$ cat src/rtl/fwd_scoreboard_if.sv
// Decode-side bundle of the forwarding scoreboard: operand requests, destination
// info, in-flight results and resolved operands.
interface fwd_scoreboard_if #(
  parameter int unsigned XLEN   = 32,
  parameter int unsigned NREG   = 32,
  parameter int unsigned STAGES = 3
);
  localparam int unsigned AW = $clog2(NREG);
  localparam int unsigned LW = $clog2(STAGES + 1);

  logic                   id_valid_i;
  logic                   id_ready_o;
  logic                   flush_i;
  logic [AW-1:0]          rs1_addr_i;
  logic [AW-1:0]          rs2_addr_i;
  logic                   rs1_re_i;
  logic                   rs2_re_i;
  logic [AW-1:0]          rd_addr_i;
  logic                   rd_we_i;
  logic [LW-1:0]          rd_lat_i;
  logic [XLEN-1:0]        rs1_rf_data_i;
  logic [XLEN-1:0]        rs2_rf_data_i;
  logic [STAGES*XLEN-1:0] stage_data_i;
  logic [XLEN-1:0]        rs1_data_o;
  logic [XLEN-1:0]        rs2_data_o;
  logic [STAGES-1:0]      rs1_fwd_o;
  logic [STAGES-1:0]      rs2_fwd_o;
  logic                   stall_o;
  logic [15:0]            stall_cnt_o;

  modport master (
    output id_valid_i, flush_i, rs1_addr_i, rs2_addr_i, rs1_re_i, rs2_re_i,
    output rd_addr_i, rd_we_i, rd_lat_i, rs1_rf_data_i, rs2_rf_data_i, stage_data_i,
    input  id_ready_o, rs1_data_o, rs2_data_o, rs1_fwd_o, rs2_fwd_o, stall_o, stall_cnt_o
  );

  modport slave (
    input  id_valid_i, flush_i, rs1_addr_i, rs2_addr_i, rs1_re_i, rs2_re_i,
    input  rd_addr_i, rd_we_i, rd_lat_i, rs1_rf_data_i, rs2_rf_data_i, stage_data_i,
    output id_ready_o, rs1_data_o, rs2_data_o, rs1_fwd_o, rs2_fwd_o, stall_o, stall_cnt_o
  );
endinterface

$ cat src/rtl/fwd_scoreboard.sv
// Operand forwarding scoreboard: tracks in-flight destinations per pipeline slot,
// selects the youngest producer per source and stalls decode on unready results.
module fwd_scoreboard #(
  parameter int unsigned XLEN   = 32,
  parameter int unsigned NREG   = 32,
  parameter int unsigned STAGES = 3
) (
  input  logic           clk,
  input  logic           rst,
  fwd_scoreboard_if.slave bus_io
);
  localparam int unsigned AW = $clog2(NREG);
  localparam int unsigned LW = $clog2(STAGES + 1);
  localparam int          Ns = int'(STAGES);

  logic [STAGES-1:0] valid_q, valid_d;
  logic [AW-1:0]     rd_q  [STAGES];
  logic [AW-1:0]     rd_d  [STAGES];
  logic [LW-1:0]     lat_q [STAGES];
  logic [LW-1:0]     lat_d [STAGES];
  logic [15:0]       cnt_q, cnt_d;

  logic [AW-1:0]     src_addr [2];
  logic              src_re   [2];
  logic [XLEN-1:0]   src_rf   [2];
  logic [XLEN-1:0]   src_data [2];
  logic [STAGES-1:0] src_fwd  [2];
  logic              src_hz   [2];
  logic              stall, accept;
  logic [LW-1:0]     lat_in;

  assign src_addr[0] = bus_io.rs1_addr_i;
  assign src_addr[1] = bus_io.rs2_addr_i;
  assign src_re[0]   = bus_io.rs1_re_i;
  assign src_re[1]   = bus_io.rs2_re_i;
  assign src_rf[0]   = bus_io.rs1_rf_data_i;
  assign src_rf[1]   = bus_io.rs2_rf_data_i;

  // Scan oldest to youngest so the lowest-index match is the one that sticks.
  always_comb begin
    for (int s = 0; s < 2; s++) begin
      src_fwd[s]  = '0;
      src_hz[s]   = 1'b0;
      src_data[s] = src_rf[s];
      if (src_re[s] && (src_addr[s] != '0)) begin
        for (int k = Ns - 1; k >= 0; k--) begin
          if (valid_q[k] && (rd_q[k] == src_addr[s])) begin
            src_fwd[s]    = '0;
            src_fwd[s][k] = 1'b1;
            src_hz[s]     = int'(lat_q[k]) > (k + 1);
            src_data[s]   = bus_io.stage_data_i[k*XLEN +: XLEN];
          end
        end
      end
    end
  end

  assign stall  = bus_io.id_valid_i & (src_hz[0] | src_hz[1]);
  assign accept = bus_io.id_valid_i & ~stall & ~bus_io.flush_i;

  always_comb begin
    lat_in = bus_io.rd_lat_i;
    if (lat_in == '0) begin
      lat_in = LW'(1);
    end else if (int'(lat_in) > Ns) begin
      lat_in = LW'(Ns);
    end
  end

  always_comb begin
    valid_d[0] = accept & bus_io.rd_we_i & (bus_io.rd_addr_i != '0);
    rd_d[0]    = bus_io.rd_addr_i;
    lat_d[0]   = lat_in;
    for (int k = 1; k < Ns; k++) begin
      valid_d[k] = valid_q[k-1];
      rd_d[k]    = rd_q[k-1];
      lat_d[k]   = lat_q[k-1];
    end
    cnt_d = cnt_q;
    if (stall && (cnt_q != 16'hFFFF)) begin
      cnt_d = cnt_q + 16'd1;
    end
  end

  always_ff @(posedge clk) begin
    if (rst) begin
      valid_q <= '0;
      cnt_q   <= '0;
    end else begin
      valid_q <= valid_d;
      cnt_q   <= cnt_d;
    end
  end

  // Payload fields are only meaningful alongside a set valid bit.
  always_ff @(posedge clk) begin
    for (int k = 0; k < Ns; k++) begin
      rd_q[k]  <= rd_d[k];
      lat_q[k] <= lat_d[k];
    end
  end

  assign bus_io.rs1_data_o  = src_data[0];
  assign bus_io.rs2_data_o  = src_data[1];
  assign bus_io.rs1_fwd_o   = src_fwd[0];
  assign bus_io.rs2_fwd_o   = src_fwd[1];
  assign bus_io.stall_o     = stall;
  assign bus_io.id_ready_o  = ~stall;
  assign bus_io.stall_cnt_o = cnt_q;
endmodule

$ cat src/flat_wrapper.sv
// flat-port wrapper written by rule: the top's interface ports become plain ports
module fwd_scoreboard_flat 
#(
  parameter int unsigned XLEN   = 32,
  parameter int unsigned NREG   = 32,
  parameter int unsigned STAGES = 3
)
  (clk, rst, bus_io_id_valid_i, bus_io_flush_i, bus_io_rs1_addr_i, bus_io_rs2_addr_i, bus_io_rs1_re_i, bus_io_rs2_re_i, bus_io_rd_addr_i, bus_io_rd_we_i, bus_io_rd_lat_i, bus_io_rs1_rf_data_i, bus_io_rs2_rf_data_i, bus_io_stage_data_i, bus_io_id_ready_o, bus_io_rs1_data_o, bus_io_rs2_data_o, bus_io_rs1_fwd_o, bus_io_rs2_fwd_o, bus_io_stall_o, bus_io_stall_cnt_o);
  fwd_scoreboard_if #(.XLEN(XLEN), .NREG(NREG), .STAGES(STAGES)) bus_io_i ();
  input  logic clk;
  input  logic rst;
  input wire logic [$bits(bus_io_i.id_valid_i)-1:0] bus_io_id_valid_i;
  input wire logic [$bits(bus_io_i.flush_i)-1:0] bus_io_flush_i;
  input wire logic [$bits(bus_io_i.rs1_addr_i)-1:0] bus_io_rs1_addr_i;
  input wire logic [$bits(bus_io_i.rs2_addr_i)-1:0] bus_io_rs2_addr_i;
  input wire logic [$bits(bus_io_i.rs1_re_i)-1:0] bus_io_rs1_re_i;
  input wire logic [$bits(bus_io_i.rs2_re_i)-1:0] bus_io_rs2_re_i;
  input wire logic [$bits(bus_io_i.rd_addr_i)-1:0] bus_io_rd_addr_i;
  input wire logic [$bits(bus_io_i.rd_we_i)-1:0] bus_io_rd_we_i;
  input wire logic [$bits(bus_io_i.rd_lat_i)-1:0] bus_io_rd_lat_i;
  input wire logic [$bits(bus_io_i.rs1_rf_data_i)-1:0] bus_io_rs1_rf_data_i;
  input wire logic [$bits(bus_io_i.rs2_rf_data_i)-1:0] bus_io_rs2_rf_data_i;
  input wire logic [$bits(bus_io_i.stage_data_i)-1:0] bus_io_stage_data_i;
  output wire logic [$bits(bus_io_i.id_ready_o)-1:0] bus_io_id_ready_o;
  output wire logic [$bits(bus_io_i.rs1_data_o)-1:0] bus_io_rs1_data_o;
  output wire logic [$bits(bus_io_i.rs2_data_o)-1:0] bus_io_rs2_data_o;
  output wire logic [$bits(bus_io_i.rs1_fwd_o)-1:0] bus_io_rs1_fwd_o;
  output wire logic [$bits(bus_io_i.rs2_fwd_o)-1:0] bus_io_rs2_fwd_o;
  output wire logic [$bits(bus_io_i.stall_o)-1:0] bus_io_stall_o;
  output wire logic [$bits(bus_io_i.stall_cnt_o)-1:0] bus_io_stall_cnt_o;
  assign bus_io_i.id_valid_i = bus_io_id_valid_i;
  assign bus_io_i.flush_i = bus_io_flush_i;
  assign bus_io_i.rs1_addr_i = bus_io_rs1_addr_i;
  assign bus_io_i.rs2_addr_i = bus_io_rs2_addr_i;
  assign bus_io_i.rs1_re_i = bus_io_rs1_re_i;
  assign bus_io_i.rs2_re_i = bus_io_rs2_re_i;
  assign bus_io_i.rd_addr_i = bus_io_rd_addr_i;
  assign bus_io_i.rd_we_i = bus_io_rd_we_i;
  assign bus_io_i.rd_lat_i = bus_io_rd_lat_i;
  assign bus_io_i.rs1_rf_data_i = bus_io_rs1_rf_data_i;
  assign bus_io_i.rs2_rf_data_i = bus_io_rs2_rf_data_i;
  assign bus_io_i.stage_data_i = bus_io_stage_data_i;
  assign bus_io_id_ready_o = bus_io_i.id_ready_o;
  assign bus_io_rs1_data_o = bus_io_i.rs1_data_o;
  assign bus_io_rs2_data_o = bus_io_i.rs2_data_o;
  assign bus_io_rs1_fwd_o = bus_io_i.rs1_fwd_o;
  assign bus_io_rs2_fwd_o = bus_io_i.rs2_fwd_o;
  assign bus_io_stall_o = bus_io_i.stall_o;
  assign bus_io_stall_cnt_o = bus_io_i.stall_cnt_o;
  fwd_scoreboard #(.XLEN(XLEN), .NREG(NREG), .STAGES(STAGES)) u_core (.clk(clk), .rst(rst), .bus_io(bus_io_i));
endmodule
$ cat config.mk
export PLATFORM = sky130hd
export DESIGN_NAME = fwd_scoreboard_flat
export DESIGN_NICKNAME = d
export VERILOG_FILES = /design/src/rtl/fwd_scoreboard_if.sv /design/src/rtl/fwd_scoreboard.sv /design/src/flat_wrapper.sv
export SDC_FILE = /design/constraint.sdc
export NUM_CORES = 1
export LEC_CHECK = 0
export CORE_AREA = 2 2 105 107
export CTS_CLUSTER_SIZE = 28
export DETAILED_ROUTE_END_ITERATION = 10
export DIE_AREA = 0 0 107 109
export GPL_TIMING_DRIVEN = 0
export PLACE_DENSITY = 0.8
export SYNTH_ARGS = -nofsm -noshare
export SYNTH_HDL_FRONTEND = slang
export SYNTH_SLANG_ARGS = --single-unit
$ cat constraint.sdc
create_clock -name clk -period 3.5 [get_ports clk]
set_input_delay 0.7 -clock clk [delete_from_list [all_inputs] [get_ports clk]]
set_output_delay 0.7 -clock clk [all_outputs]
set_load 0.05 [all_outputs]
==> impl_metrics.toml <==
[run_status]
outcome = "completed"

[synthesis]
synth_xor_xnor_area_share = 0.0778
synthMuxAreaShare = 0.0234
synth_seq_cells = 38
synthAdderAreaFrac = 0.00360
synthCells = 469
synth_warnings = 0
synth-compound-area-share = 0.363
synth_top_area_frac = 0.219
yosysSeqAreaShare = 0.219
synthTopCellsByCount = "nand2_1, o21ai_0, dfxtp_1"
synth_ff_type = "dfxtp_1"
async_flop_share = 0
netlist_area_sq_mm = 0.00347
yosys.area_share.simple = 0.243
synth_top_family_by_area = "compound AO/OA/AOI/OAI gates"
synth_top_area_cell = "dfxtp_1"
synth-edff-count = 0
yosysUniqueCellTypes = 55
synth_fp_nets = 654
yosys.cell_count.top_type = "nand2_1"
synth_area_leaders = "dfxtp_1, a222oi_1, o21ai_0"
post_synth.cell_area_avg_sq_um = 7.41

[global_routing]
first_global_vias = 5281
grt_overflow_total = 0
grt_pass1_wl_microns = 28200
grt_max_degree = 14
antenna_found_initial = 2
grtUsageTotal = 0.306

[timing]
relSlewSlack = 0.638
period_share = 0.993
period_minus_slack_ns = 3.47
setup_violations = 0
maxSlewViolCount = 0
rsz0062_at_grt = "yes"
fmax_mhz = 288
tns_ns = 0
hold_viol_final = 0
tightest_slew_ns = 0.545
fin_hold_ws_ns = 0.344
fin_skew_ns = 0.00491

[critical_path]
crit_arrival_ns = 2.77
worstSetupPathType = "in2out"
worstPathRequired_ns = 2.80
cp_common_cell = "buf_6"
path_max_fanout = 5
critical-path-slowest-cell = "a222oi_1"
cp_slowest_stage_delay_ns = 0.46
path_cells = "buf_8, xor2_2, nor4_2, and2_1, buf_6, nor3b_4, buf_6, buf_8, a222oi_1, o21ai_1, buf_6"
crit_path_end_kind = "primary output"
cp-start-kind = "input port"

[pwr]
p_leak_nw = 2.68
power_density_mw_per_mm2 = 207
ir_drop_mv = 0.246

[job]
cap_viol_max_count = 0

[placement]
routabilityCongestion = 0.969
dp_hpwl_microns = 14400
portBuffers = 270

[route]
drtIter0Drc = 604
via_count = 5250
routedWlPerCell_microns = 20.7
drt_pass1_iterations = 8
antenna_left = 0
routed_via_density = 5.75
drc = 0
routed_wl_microns = 18900

[min_path]
hold_class = "reg2reg"

[clock_network]
worstSkewPairLatency_ns = 0.29
cts_buffers = 5
cts-root-buf = "clkbuf_8"
clock_path_buffers = 2
clock-sinks = 38
hold_buffers = 0
cts_htree_levels = 2
cts_tree = "built"
clk_pin_slew_ns = 0.08

[floorplan]
start_util = 0.328
die_w_microns = 107
die_h_microns = 109
io_pins = 272
rows = 38
dieArea_sq_mm = 0.0117
core_sq_mm = 0.0106

[layout]
areaGrowthSynthToFinish_pct = 97.6
drive_gt1_frac = 0.237
nets = 955
==> registers in the layout, summed over array words and instances, names as in the netlist <==
signal,count
u_core.bus_io.stall_cnt_o,16
u_core.rd_q,15
u_core.lat_q,4
u_core.valid_q,3
==> layer usage <==
metal,global-route usage,vias to the layer above,part of all wire
met5,0,-,0.00085
met4,0.123,2,0.039
met3,0.0777,68,0.090
met2,0.562,301,0.51
li1,-,2424,-
met1,0.337,2455,0.36
==> what timing repair did <==
action | CTS | global route
setup endpoints to repair | 72 | 69
pin swaps | 14 | 17
buffers inserted | 17 | 7
gates cloned | 2 | 0
resized for setup | 496 | 43
==> layout make-up <==
cell class,count,area [sq um]
Antenna cell,2,5.00
Multi-Input combinational cell,376,2670
Timing Repair Buffer,296,2780
Tap cell,140,175
Clock inverter,3,45.0
Fill cell,948,3740
Inverter,10,37.5
Buffer,43,322
Sequential cell,38,761
Clock buffer,5,68.8
==> cells in the final DEF, fill, tap and decap left out, types with 6 or more instances in the layout <==
master             n
buf_2              7
dfxtp_1           38
xnor2_1            8
clkbuf_2          14
nor2b_1            8
clkbuf_1           9
o21ai_0           19
clkdlybuf4s50_1  190
o22a_1            23
nand3_1           13
o31ai_1            6
a222oi_1          31
or4_1              8
nor2_1            14
buf_4             76
nor3_1             8
o221ai_1           8
a21oi_1            9
xor2_1            19
o22ai_1           24
nand2_1           66
inv_1              9
and3_1            12
clkbuf_4           9
a31oi_2            8
clkbuf_8          10
buf_6             16
o21ai_1           38
==> report_power, final <==
group / total [mW] / switching (mW) / internal [mW]
clock: 0.376 / 0.164 / 0.212
combinational: 0.589 / 0.301 / 0.289
sequential: 0.457 / 0.0126 / 0.444
==> critical path: cells and delay by family <==
kind / cells / cell delay, ns
xor gates and xnor gates: 1 / 0.16
buffers and inverters: 5 / 0.69
and+or+nand+nor: 3 / 0.57
AOI/OAI and AO/OA: 2 / 0.64
==> per-stage QoR <==
| step | setup WS, ns | power (mW) | cells | util | area [sq um] |
|---|---|---|---|---|---|
| after detailed placement | -1.59 | 1.05 | 879 | 0.604 | 6400 |
| final | 0.0252 | 1.42 | 913 | 0.647 | 6860 |
| after global placement | -1.59 | 1.04 | 879 | 0.604 | 6400 |
| after CTS | -0.000654 | 1.41 | 905 | 0.638 | 6770 |
| after global routing | -0.0343 | 1.47 | 912 | 0.647 | 6860 |
| after floorplan | 0.0251 | 0.713 | 469 | - | 3520 |
==> cell families (layout without fill, tap and decap cells) <==
group | after synthesis | in the layout
AO/OA/AOI/OAI | 179 | 179
AND/OR/NAND/NOR | 159 | 159
buffers and inverters | 55 | 357
flip-flops | 38 | 38
XOR/XNOR | 30 | 30
multiplexers | 7 | 7
adder cells (fa/ha/maj) | 1 | 1
other | 0 | 2
==> final timing paths <==
kind	startpoint	cells past startpoint	slack, ns	end
max	bus_io_rs1_addr_i[2]	11	0.03	bus_io_rs1_data_o[2]
min	u_core.lat_q[0][0]	0	0.34	u_core.lat_q[0][2]
max reg2reg	u_core.rd_q[0][0]	12	0.40	u_core.bus_io.stall_cnt_o[13]
min reg2reg	u_core.lat_q[0][0]	0	0.34	u_core.lat_q[0][2]
(Power assumes the default switching activity.)
